<file path="src/rtl/pipe_skid_reg_if.sv">
// Handshake bundle between an upstream producer, the pipe_skid_reg stage and its consumer.
// The master modport is the environment side and the slave modport is the stage itself.
interface pipe_skid_reg_if #(
   parameter int DATA_W = 160,
   parameter int CTRL_W = 16,
   parameter int CNT_W  = 16
);
   logic              flush;
   logic              in_valid;
   logic              in_ready;
   logic [DATA_W-1:0] in_data;
   logic [CTRL_W-1:0] in_ctrl;
   logic              out_valid;
   logic              out_ready;
   logic [DATA_W-1:0] out_data;
   logic [CTRL_W-1:0] out_ctrl;
   logic [1:0]        occupancy;
   logic [CNT_W-1:0]  stall_cnt;

   modport master (
      output flush, in_valid, in_data, in_ctrl, out_ready,
      input  in_ready, out_valid, out_data, out_ctrl, occupancy, stall_cnt
   );

   modport slave (
      input  flush, in_valid, in_data, in_ctrl, out_ready,
      output in_ready, out_valid, out_data, out_ctrl, occupancy, stall_cnt
   );
endinterface

</file>
<file path="src/rtl/pipe_skid_reg.sv">
// Pipeline stage register with an optional second (skid) entry, flush, and a saturating stall counter.
// All downstream-facing signals come from flops; in skid mode in_ready is decoded from state alone.
module pipe_skid_reg #(
   parameter int DATA_W = 160,
   parameter int CTRL_W = 16,
   parameter int SKID   = 1,
   parameter int CNT_W  = 16
) (
   input  logic               clk,
   input  logic               rst_n,
   pipe_skid_reg_if.slave     bus
);

   typedef enum logic [1:0] {
      ST_EMPTY = 2'd0,
      ST_FULL  = 2'd1,
      ST_SKID  = 2'd2
   } state_t;

   state_t            state_r;
   state_t            state_s;
   logic              out_valid_r;
   logic              out_valid_s;
   logic [DATA_W-1:0] out_data_r;
   logic [DATA_W-1:0] out_data_s;
   logic [CTRL_W-1:0] out_ctrl_r;
   logic [CTRL_W-1:0] out_ctrl_s;
   logic [DATA_W-1:0] skid_data_r;
   logic [DATA_W-1:0] skid_data_s;
   logic [CTRL_W-1:0] skid_ctrl_r;
   logic [CTRL_W-1:0] skid_ctrl_s;
   logic [1:0]        occ_r;
   logic [1:0]        occ_s;
   logic [CNT_W-1:0]  stall_cnt_r;
   logic              in_ready_s;
   logic              in_fire_s;
   logic              out_fire_s;

   // Upstream ready: state decode in skid mode, pass-through of out_ready in single-entry mode.
   always_comb begin
      if (SKID != 0) begin
         in_ready_s = (state_r != ST_SKID);
      end else begin
         in_ready_s = ~out_valid_r | bus.out_ready;
      end
   end

   assign in_fire_s  = bus.in_valid & in_ready_s;
   assign out_fire_s = out_valid_r & bus.out_ready;

   // Next-state and next-entry logic; flush wins over any handshake in the same cycle.
   always_comb begin
      state_s     = state_r;
      out_valid_s = out_valid_r;
      out_data_s  = out_data_r;
      out_ctrl_s  = out_ctrl_r;
      skid_data_s = skid_data_r;
      skid_ctrl_s = skid_ctrl_r;
      if (bus.flush) begin
         state_s     = ST_EMPTY;
         out_valid_s = 1'b0;
         out_ctrl_s  = {CTRL_W{1'b0}};
      end else begin
         case (state_r)
            ST_EMPTY: begin
               if (in_fire_s) begin
                  state_s     = ST_FULL;
                  out_valid_s = 1'b1;
                  out_data_s  = bus.in_data;
                  out_ctrl_s  = bus.in_ctrl;
               end else begin
                  state_s     = ST_EMPTY;
               end
            end
            ST_FULL: begin
               if (in_fire_s && (out_fire_s || (SKID == 0))) begin
                  out_data_s  = bus.in_data;
                  out_ctrl_s  = bus.in_ctrl;
               end else if (in_fire_s) begin
                  state_s     = ST_SKID;
                  skid_data_s = bus.in_data;
                  skid_ctrl_s = bus.in_ctrl;
               end else if (out_fire_s) begin
                  // The payload stays visible after departure; only the control is scrubbed.
                  state_s     = ST_EMPTY;
                  out_valid_s = 1'b0;
                  out_ctrl_s  = {CTRL_W{1'b0}};
               end else begin
                  state_s     = ST_FULL;
               end
            end
            ST_SKID: begin
               if (out_fire_s) begin
                  state_s     = ST_FULL;
                  out_data_s  = skid_data_r;
                  out_ctrl_s  = skid_ctrl_r;
               end else begin
                  state_s     = ST_SKID;
               end
            end
            default: begin
               state_s     = ST_EMPTY;
               out_valid_s = 1'b0;
               out_ctrl_s  = {CTRL_W{1'b0}};
            end
         endcase
      end
   end

   // Entry count that will be held after this edge.
   always_comb begin
      case (state_s)
         ST_EMPTY: occ_s = 2'd0;
         ST_FULL:  occ_s = 2'd1;
         ST_SKID:  occ_s = 2'd2;
         default:  occ_s = 2'd0;
      endcase
   end

   // State and entry registers.
   always_ff @(posedge clk or negedge rst_n) begin
      if (!rst_n) begin
         state_r     <= ST_EMPTY;
         out_valid_r <= 1'b0;
         out_data_r  <= {DATA_W{1'b0}};
         out_ctrl_r  <= {CTRL_W{1'b0}};
         skid_data_r <= {DATA_W{1'b0}};
         skid_ctrl_r <= {CTRL_W{1'b0}};
         occ_r       <= 2'd0;
      end else begin
         state_r     <= state_s;
         out_valid_r <= out_valid_s;
         out_data_r  <= out_data_s;
         out_ctrl_r  <= out_ctrl_s;
         skid_data_r <= skid_data_s;
         skid_ctrl_r <= skid_ctrl_s;
         occ_r       <= occ_s;
      end
   end

   // Saturating stall counter; deliberately unaffected by flush.
   always_ff @(posedge clk or negedge rst_n) begin
      if (!rst_n) begin
         stall_cnt_r <= {CNT_W{1'b0}};
      end else if (out_valid_r && !bus.out_ready && (stall_cnt_r != {CNT_W{1'b1}})) begin
         stall_cnt_r <= stall_cnt_r + {{(CNT_W-1){1'b0}}, 1'b1};
      end else begin
         stall_cnt_r <= stall_cnt_r;
      end
   end

   assign bus.in_ready  = in_ready_s;
   assign bus.out_valid = out_valid_r;
   assign bus.out_data  = out_data_r;
   assign bus.out_ctrl  = out_ctrl_r;
   assign bus.occupancy = occ_r;
   assign bus.stall_cnt = stall_cnt_r;

endmodule

</file>
<file path="src/flat_wrapper.sv">
// flat-port wrapper written by rule: the top's interface ports become plain ports
module pipe_skid_reg_flat 
#(
   parameter int DATA_W = 160,
   parameter int CTRL_W = 16,
   parameter int SKID   = 1,
   parameter int CNT_W  = 16
)
  (clk, rst_n, bus_flush, bus_in_valid, bus_in_data, bus_in_ctrl, bus_out_ready, bus_in_ready, bus_out_valid, bus_out_data, bus_out_ctrl, bus_occupancy, bus_stall_cnt);
  pipe_skid_reg_if #(.DATA_W(DATA_W), .CTRL_W(CTRL_W), .CNT_W(CNT_W)) bus_i ();
  input  logic clk;
  input  logic rst_n;
  input wire logic [$bits(bus_i.flush)-1:0] bus_flush;
  input wire logic [$bits(bus_i.in_valid)-1:0] bus_in_valid;
  input wire logic [$bits(bus_i.in_data)-1:0] bus_in_data;
  input wire logic [$bits(bus_i.in_ctrl)-1:0] bus_in_ctrl;
  input wire logic [$bits(bus_i.out_ready)-1:0] bus_out_ready;
  output wire logic [$bits(bus_i.in_ready)-1:0] bus_in_ready;
  output wire logic [$bits(bus_i.out_valid)-1:0] bus_out_valid;
  output wire logic [$bits(bus_i.out_data)-1:0] bus_out_data;
  output wire logic [$bits(bus_i.out_ctrl)-1:0] bus_out_ctrl;
  output wire logic [$bits(bus_i.occupancy)-1:0] bus_occupancy;
  output wire logic [$bits(bus_i.stall_cnt)-1:0] bus_stall_cnt;
  assign bus_i.flush = bus_flush;
  assign bus_i.in_valid = bus_in_valid;
  assign bus_i.in_data = bus_in_data;
  assign bus_i.in_ctrl = bus_in_ctrl;
  assign bus_i.out_ready = bus_out_ready;
  assign bus_in_ready = bus_i.in_ready;
  assign bus_out_valid = bus_i.out_valid;
  assign bus_out_data = bus_i.out_data;
  assign bus_out_ctrl = bus_i.out_ctrl;
  assign bus_occupancy = bus_i.occupancy;
  assign bus_stall_cnt = bus_i.stall_cnt;
  pipe_skid_reg #(.DATA_W(DATA_W), .CTRL_W(CTRL_W), .SKID(SKID), .CNT_W(CNT_W)) u_core (.clk(clk), .rst_n(rst_n), .bus(bus_i));
endmodule
</file>
<file path="config.mk">
export PLATFORM = sky130hd
export DESIGN_NAME = pipe_skid_reg_flat
export DESIGN_NICKNAME = d
export VERILOG_FILES = /design/src/rtl/pipe_skid_reg_if.sv /design/src/rtl/pipe_skid_reg.sv /design/src/flat_wrapper.sv
export SDC_FILE = /design/constraint.sdc
export NUM_CORES = 1
export LEC_CHECK = 0
export CAP_MARGIN = 10
export CORE_MARGIN = 5
export CORE_UTILIZATION = 25
export DETAILED_ROUTE_END_ITERATION = 10
export MAX_ROUTING_LAYER = met4
export PLACE_DENSITY = 0.45
export SLEW_MARGIN = 5
export SYNTH_ARGS = -nofsm -noshare
export SYNTH_HDL_FRONTEND = slang
export SYNTH_SLANG_ARGS = --single-unit
</file>
<file path="constraint.sdc">
create_clock -name clk -period 2.1 [get_ports clk]
set_input_delay 0.315 -clock clk [delete_from_list [all_inputs] [get_ports clk]]
set_output_delay 0.315 -clock clk [all_outputs]
set_load 0.02 [all_outputs]
</file>
==> flow_metrics.tcl, run 1 <==
set metrics [dict create \
    run_status "complete, no violations" \
    p_clk_frac 0.316 \
    sw_frac_of_total 0.294 \
    yosysMostFrequentCell "dfrtp_1" \
    pre_cts_ws_ps -130 \
    core_sq_um 61600 \
    max_stage_delay_ps 660 \
    arrival_ps 1680 \
    cp.buffers_inverters 1 \
    synth_cell_types 35 \
    synth.avg_cell_area_sq_um 11.0 \
    firstDrtPassIters 6 \
    place_area_sq_um 20600 \
    fin_area_sq_um 22100 \
    synth_top_flop_cell "dfrtp_1" \
    fmax_ghz 0.501 \
    yosys.area.top_type "dfrtp_1" \
    setup_tns_ps 0 \
    grt_pass1_wl_mm 73.0 \
    criticalPathCategory "flop to output pin" \
    routed_wirelength_mm 47.0 \
    antenna_found_initial 6 \
    cts_max_level 2 \
    min_period_ps 2000 \
    worstMarginPinSlew_ps 574 \
    skew_ps 20.4 \
    die_y_microns 259 \
    p_seq_frac 0.426 \
    slew_headroom 0.617 \
    clk_path_buf_depth 3 \
    rsz0062_at_grt "no" \
    syn-cell-area_sq_um 15500 \
    hold_viol_final 0 \
    synth_area_leaders "dfrtp_1 60%, mux2_2 13%, nand2_1 8.0%" \
    die_x_microns 259 \
    regToRegSetupSlack_ps 190 \
    p_int_uw 17300 \
    slowest_stage "clkdlybuf4s50_1" \
    syn_inst 1409 \
    worstPathCellList "clkdlybuf4s50_1" \
    timing.rr.start "u_core.state_r[0]" \
    ys_seq_area_frac 0.602 \
    numClockSinks 373 \
    detail_route.wl_per_cell_microns 17.6 \
    grt.total_usage 0.140 \
    path_max_fanout 6 \
    peakVddDrop_v 0.000652 \
    grt_pass1_vias 12126 \
    portBuffers 376 \
    dpl.hpwl_mm 32.5 \
    r2r_cells 7 \
    detail-route-antenna-nets 0 \
    synth_nets 1591 \
    p_leak_uw 0.00934 \
    std_cell_rows 91 \
    synth_warnings 0 \
    fillers 6158 \
    overflow 0 \
    viasPerCell 4.39 \
    slew_violations 0 \
    clk_pin_slew_ps 60 \
    powerDensity_nw_per_um2 1110 \
    numCtsBuffers 44 \
    syn_to_final_growth_pct 42.3 \
    die_area_sq_um 67100 \
    finalSetupViolCount 0 \
    clock_latency_ps 560 \
    crit_family "buffers and inverters" \
    cts_tree "done" \
    initial_core_util 0.252 \
    setup_ws_ps 104 \
    drt_iter0_drc 576 \
    drc 0 \
    finalNetCount 1982 \
    cts-root-buf "clkbuf_16" \
    ioPinCount 377 \
    min_path_type "input port to async pin" \
    synth_top_area_frac 0.602 \
    p_comb_frac 0.258 \
    required_ps 1780 \
    synth_seq_cells 373 \
    drv_cap 0 \
    num_vias 11747 \
    grt_max_degree 97 \
    finalCritPeriodShare 0.951 \
    fin_util 0.358 \
    ys_top_cells_by_count "373 x dfrtp_1, 332 x nand2_1, 179 x mux2_2, 168 x nor2_1, 161 x a31oi_1" \
    cp-start-kind "flop" \
    synth_edf_count 0 \
    async_flop_share 1.00 \
    endpoint_kind "output pin" \
    place_congestion 0.745 \
    p_switching_uw 7210 \
    timing.rr.end "u_core.bus.out_data[93]" \
    drive_gt1_frac 0.174 \
]
==> area by class of cell <==
| type | instances | area [sq um] | share of cell area |
|---|---|---|---|
| repair buffers | 442 | 4560 | 0.206 |
| well taps | 837 | 1050 | 0.0475 |
| clock inverters | 9 | 105 | 0.00476 |
| clock buffers | 70 | 1370 | 0.0621 |
| flip-flops and latches | 373 | 9340 | 0.423 |
| inverters | 3 | 16.3 | 0.000737 |
| multi-input cells | 936 | 5620 | 0.255 |
| diodes | 6 | 15.0 | 0.000681 |
==> kinds of logic (layout without fill, tap and decap cells) <==
logic type | after synthesis | count (layout) | share of synthesized area
compound gates | 208 | 208 | 0.0885
xor+xnor | 12 | 12 | 0.00678
fa+ha+maj | 1 | 1 | 0.000807
buf+inv | 100 | 524 | 0.0366
flops | 373 | 373 | 0.602
mux | 179 | 179 | 0.130
other cells | 0 | 6 | 0
simple gates | 536 | 536 | 0.135
==> flip-flops by register name, summed over array words and instances, names as in the netlist <==
name	count
u_core.bus.stall_cnt	16
u_core.bus.out_ctrl	16
u_core.skid_ctrl_r	16
u_core.skid_data_r	160
u_core.bus.out_data	160
u_core.bus.out_valid	1
u_core.state_r	2
u_core.bus.occupancy	2
==> worst max-delay path by stage <==
stage | startpoint | endpoint | cells after the start
final | u_core.bus.stall_cnt[2] | bus_stall_cnt[2] | 1
after global routing | u_core.bus.stall_cnt[2] | bus_stall_cnt[2] | 1
after CTS | u_core.bus.out_valid | bus_out_valid | 1
after detailed placement | bus_in_valid | u_core.bus.out_data[54] | 8
after global placement | bus_in_valid | u_core.bus.out_data[54] | 8
after floorplan | u_core.bus.stall_cnt[0] | u_core.bus.stall_cnt[10] | 5
==> worst register-to-register path, cell delays in order (launching register included) <==
cell      delay (ps)
dfrtp_1          460
nand2b_1         190
or2_1            260
a21oi_4          190
buf_12           230
buf_4            260
nor2_1            60
a31oi_1          160
==> per-stage QoR <==
stage / hold slack [ps] / std cells / total power [uW]
floorplan: 19.4 / 1409 / 13700
global placement: 248 / 2589 / 16800
detailed placement: 246 / 2589 / 17000
CTS: 215 / 2670 / 25000
global route: 244 / 2676 / 25900
finish: 245 / 2676 / 24500
==> power groups by stage <==
| stage | Sequential [uW] | Combinational [uW] | Clock, uW |
|---|---|---|---|
| floorplan | 11300 | 2420 | 0 |
| global placement | 10500 | 6310 | 0 |
| detailed placement | 10600 | 6430 | 0 |
| CTS | 10500 | 6440 | 8050 |
| global route | 10700 | 6850 | 8340 |
| finish | 10400 | 6320 | 7750 |
==> metal layers <==
| layer | share of wire | global-route usage | vias to the layer above |
|---|---|---|---|
| li1 | - | - | 5633 |
| met1 | 0.44 | 0.179 | 5799 |
| met2 | 0.48 | 0.222 | 264 |
| met3 | 0.068 | 0.0442 | 51 |
| met4 | 0.015 | 0.0307 | 0 |
| met5 | 0 | - | - |
==> cell usage in the layout (no fill, tap or decap), types with 2 or more instances in the layout <==
cell type / count
xnor2_1: 6
a22o_1: 32
xor2_1: 6
clkbuf_16: 45
mux2_2: 179
and2_1: 2
nand2_1: 332
buf_4: 42
dfrtp_1: 372
clkdlybuf4s50_1: 373
clkinv_2: 4
nand4b_1: 2
diode_2: 6
buf_12: 23
nand3_1: 8
a21oi_1: 8
bufinv_16: 2
nand4_1: 4
clkbuf_1: 10
nand2b_1: 3
inv_6: 3
clkbuf_8: 15
inv_1: 2
nor2_1: 168
o21ai_0: 3
nor3_1: 7
a31oi_1: 161
and3_1: 4
==> repair_timing <==
item / CTS / global route
hold endpoints to repair: 94 / 0
endpoints found under the setup margin: 1 / 3
gates resized for setup: 1 / 2
hold buffers: 1 / 0
cloned: 0 / 0
setup buffers: 1 / 0
Note: power is estimated with default switching activity, not from simulation.
==> run 2, diff against run 1 <==
Settings changed: DONT_BUFFER_PORTS set to 1, PLACE_DENSITY 0.45 to 0.37.
==> flow_metrics.tcl, run 2 (synthesized netlist as in run 1, its figures left out) <==
set metrics [dict create \
    min_period_ps 2000 \
    portBuffers 0 \
    final_common_cell "dfrtp_1" \
    setup_tns_ps 0 \
    finalNetCount 1783 \
    setup_ws_ps 96.6 \
    worstMarginPinSlew_ps 1040 \
    syn_to_final_growth_pct 29.5 \
    die_x_microns 259 \
    antenna_found_initial 3 \
    p_seq_frac 0.507 \
    num_vias 11024 \
    cts_tree "done" \
    drive_gt1_frac 0.196 \
    routed_wirelength_mm 45.0 \
    violations "hold timing" \
    cp-start-kind "flop" \
    drc 0 \
    endpoint_kind "output pin" \
    fin_area_sq_um 20100 \
    finalCritPeriodShare 0.954 \
    viasPerCell 4.46 \
    required_ps 1780 \
    min_path_type "input port to async pin" \
    std_cell_rows 91 \
    grt_pass1_vias 11303 \
    cts_max_level 2 \
    numClockSinks 373 \
    criticalPathCategory "flop to output pin" \
    hold_buffers 178 \
    powerDensity_nw_per_um2 1140 \
    timing.rr.start "u_core.bus.out_valid" \
    drv_cap 0 \
    path_max_fanout 32 \
    run_status "finished, violations left" \
    cts-root-buf "clkbuf_16" \
    die_area_sq_um 67100 \
    p_leak_uw 0.00861 \
    pre_cts_ws_ps 198 \
    clock_latency_ps 560 \
    sw_frac_of_total 0.301 \
    dpl.hpwl_mm 29.7 \
    ioPinCount 377 \
    die_y_microns 259 \
    detail_route.wl_per_cell_microns 18.2 \
    critPathLaunch "u_core.state_r[0]" \
    clk_pin_slew_ps 60 \
    total_power_uw 22900 \
    slew_violations 0 \
    rsz0062_at_grt "no" \
    detail-route-antenna-nets 0 \
    clk_path_buf_depth 3 \
    grt_max_degree 374 \
    final_cell_mix "372 x dfrtp_1, 332 x nand2_1, 179 x mux2_2, 178 x dlygate4sd3_1, 168 x nor2_1" \
    firstDrtPassIters 5 \
    fmax_ghz 0.499 \
    slew_headroom 0.307 \
    p_switching_uw 6890 \
    core_sq_um 61600 \
    initial_core_util 0.252 \
    hold_viol_final 373 \
    finalSetupViolCount 0 \
    p_comb_frac 0.148 \
    place_congestion 0.728 \
    hold_slack_ps -546 \
    p_clk_frac 0.345 \
    grt.total_usage 0.134 \
    numCtsBuffers 45 \
    p_int_uw 16000 \
    drt_iter0_drc 624 \
    arrival_ps 1690 \
    grt_pass1_wl_mm 69.6 \
    skew_ps 13.9 \
    place_area_sq_um 16700 \
    peakVddDrop_v 0.000703 \
    overflow 0 \
]
## run 2: stage by stage
stage	util	instances
2_1_floorplan	-	1409
3_3_place_gp	0.272	2212
3_5_place_dp	0.272	2212
4_1_cts	0.326	2471
5_1_grt	0.326	2474
6_report	0.326	2474
## run 2: worst paths after layout
path,end,cells past startpoint,slack (ps)
max,bus_in_ready,5,100
min,u_core.bus.out_data[45],0,-550
max reg2reg,u_core.bus.out_data[17],7,170
min reg2reg,u_core.skid_data_r[145],1,500
max in group asynchronous,u_core.skid_data_r[147],0,1790
min in group clk,u_core.bus.occupancy[0],3,50
## run 2: power groups by stage
stage / Clock [uW] / Sequential (uW) / Combinational (uW)
floorplan: 0 / 11300 / 2420
global placement: 0 / 11700 / 3000
detailed placement: 0 / 11800 / 3100
CTS: 8250 / 11700 / 3440
global route: 8560 / 11900 / 3790
finish: 7900 / 11600 / 3380
## run 2: metal layers
layer,GRT usage,share of wire,vias to the layer above
met1,0.168,0.43,5444
met5,-,0,-
met3,0.0468,0.084,61
li1,-,-,5231
met4,0.0353,0.024,0
met2,0.208,0.46,288
## run 2: area by class of cell
| class | count | area, sq um |
|---|---|---|
| inverter | 3 | 27.5 |
| clock inverter | 11 | 120 |
| tap | 837 | 1050 |
| clock buffer | 69 | 1400 |
| fill | 6286 | 41500 |
| antenna | 3 | 7.51 |
| timing repair buffer | 242 | 2520 |
| multi-input combinational | 936 | 5620 |
| sequential | 373 | 9340 |
## run 2: repair_timing
| item | in CTS | in global routing |
|---|---|---|
| endpoints found under the setup margin | 1 | 1 |
| gates resized for setup | 5 | 1 |
| hold endpoints to repair | 730 | 373 |
| setup buffers | 1 | 0 |
## run 2: critical path, stage by stage, from the launching register on
cell	delay, ps
dfrtp_1	370
buf_4	170
nor2b_4	170
buf_6	160
inv_16	90
buf_6	160
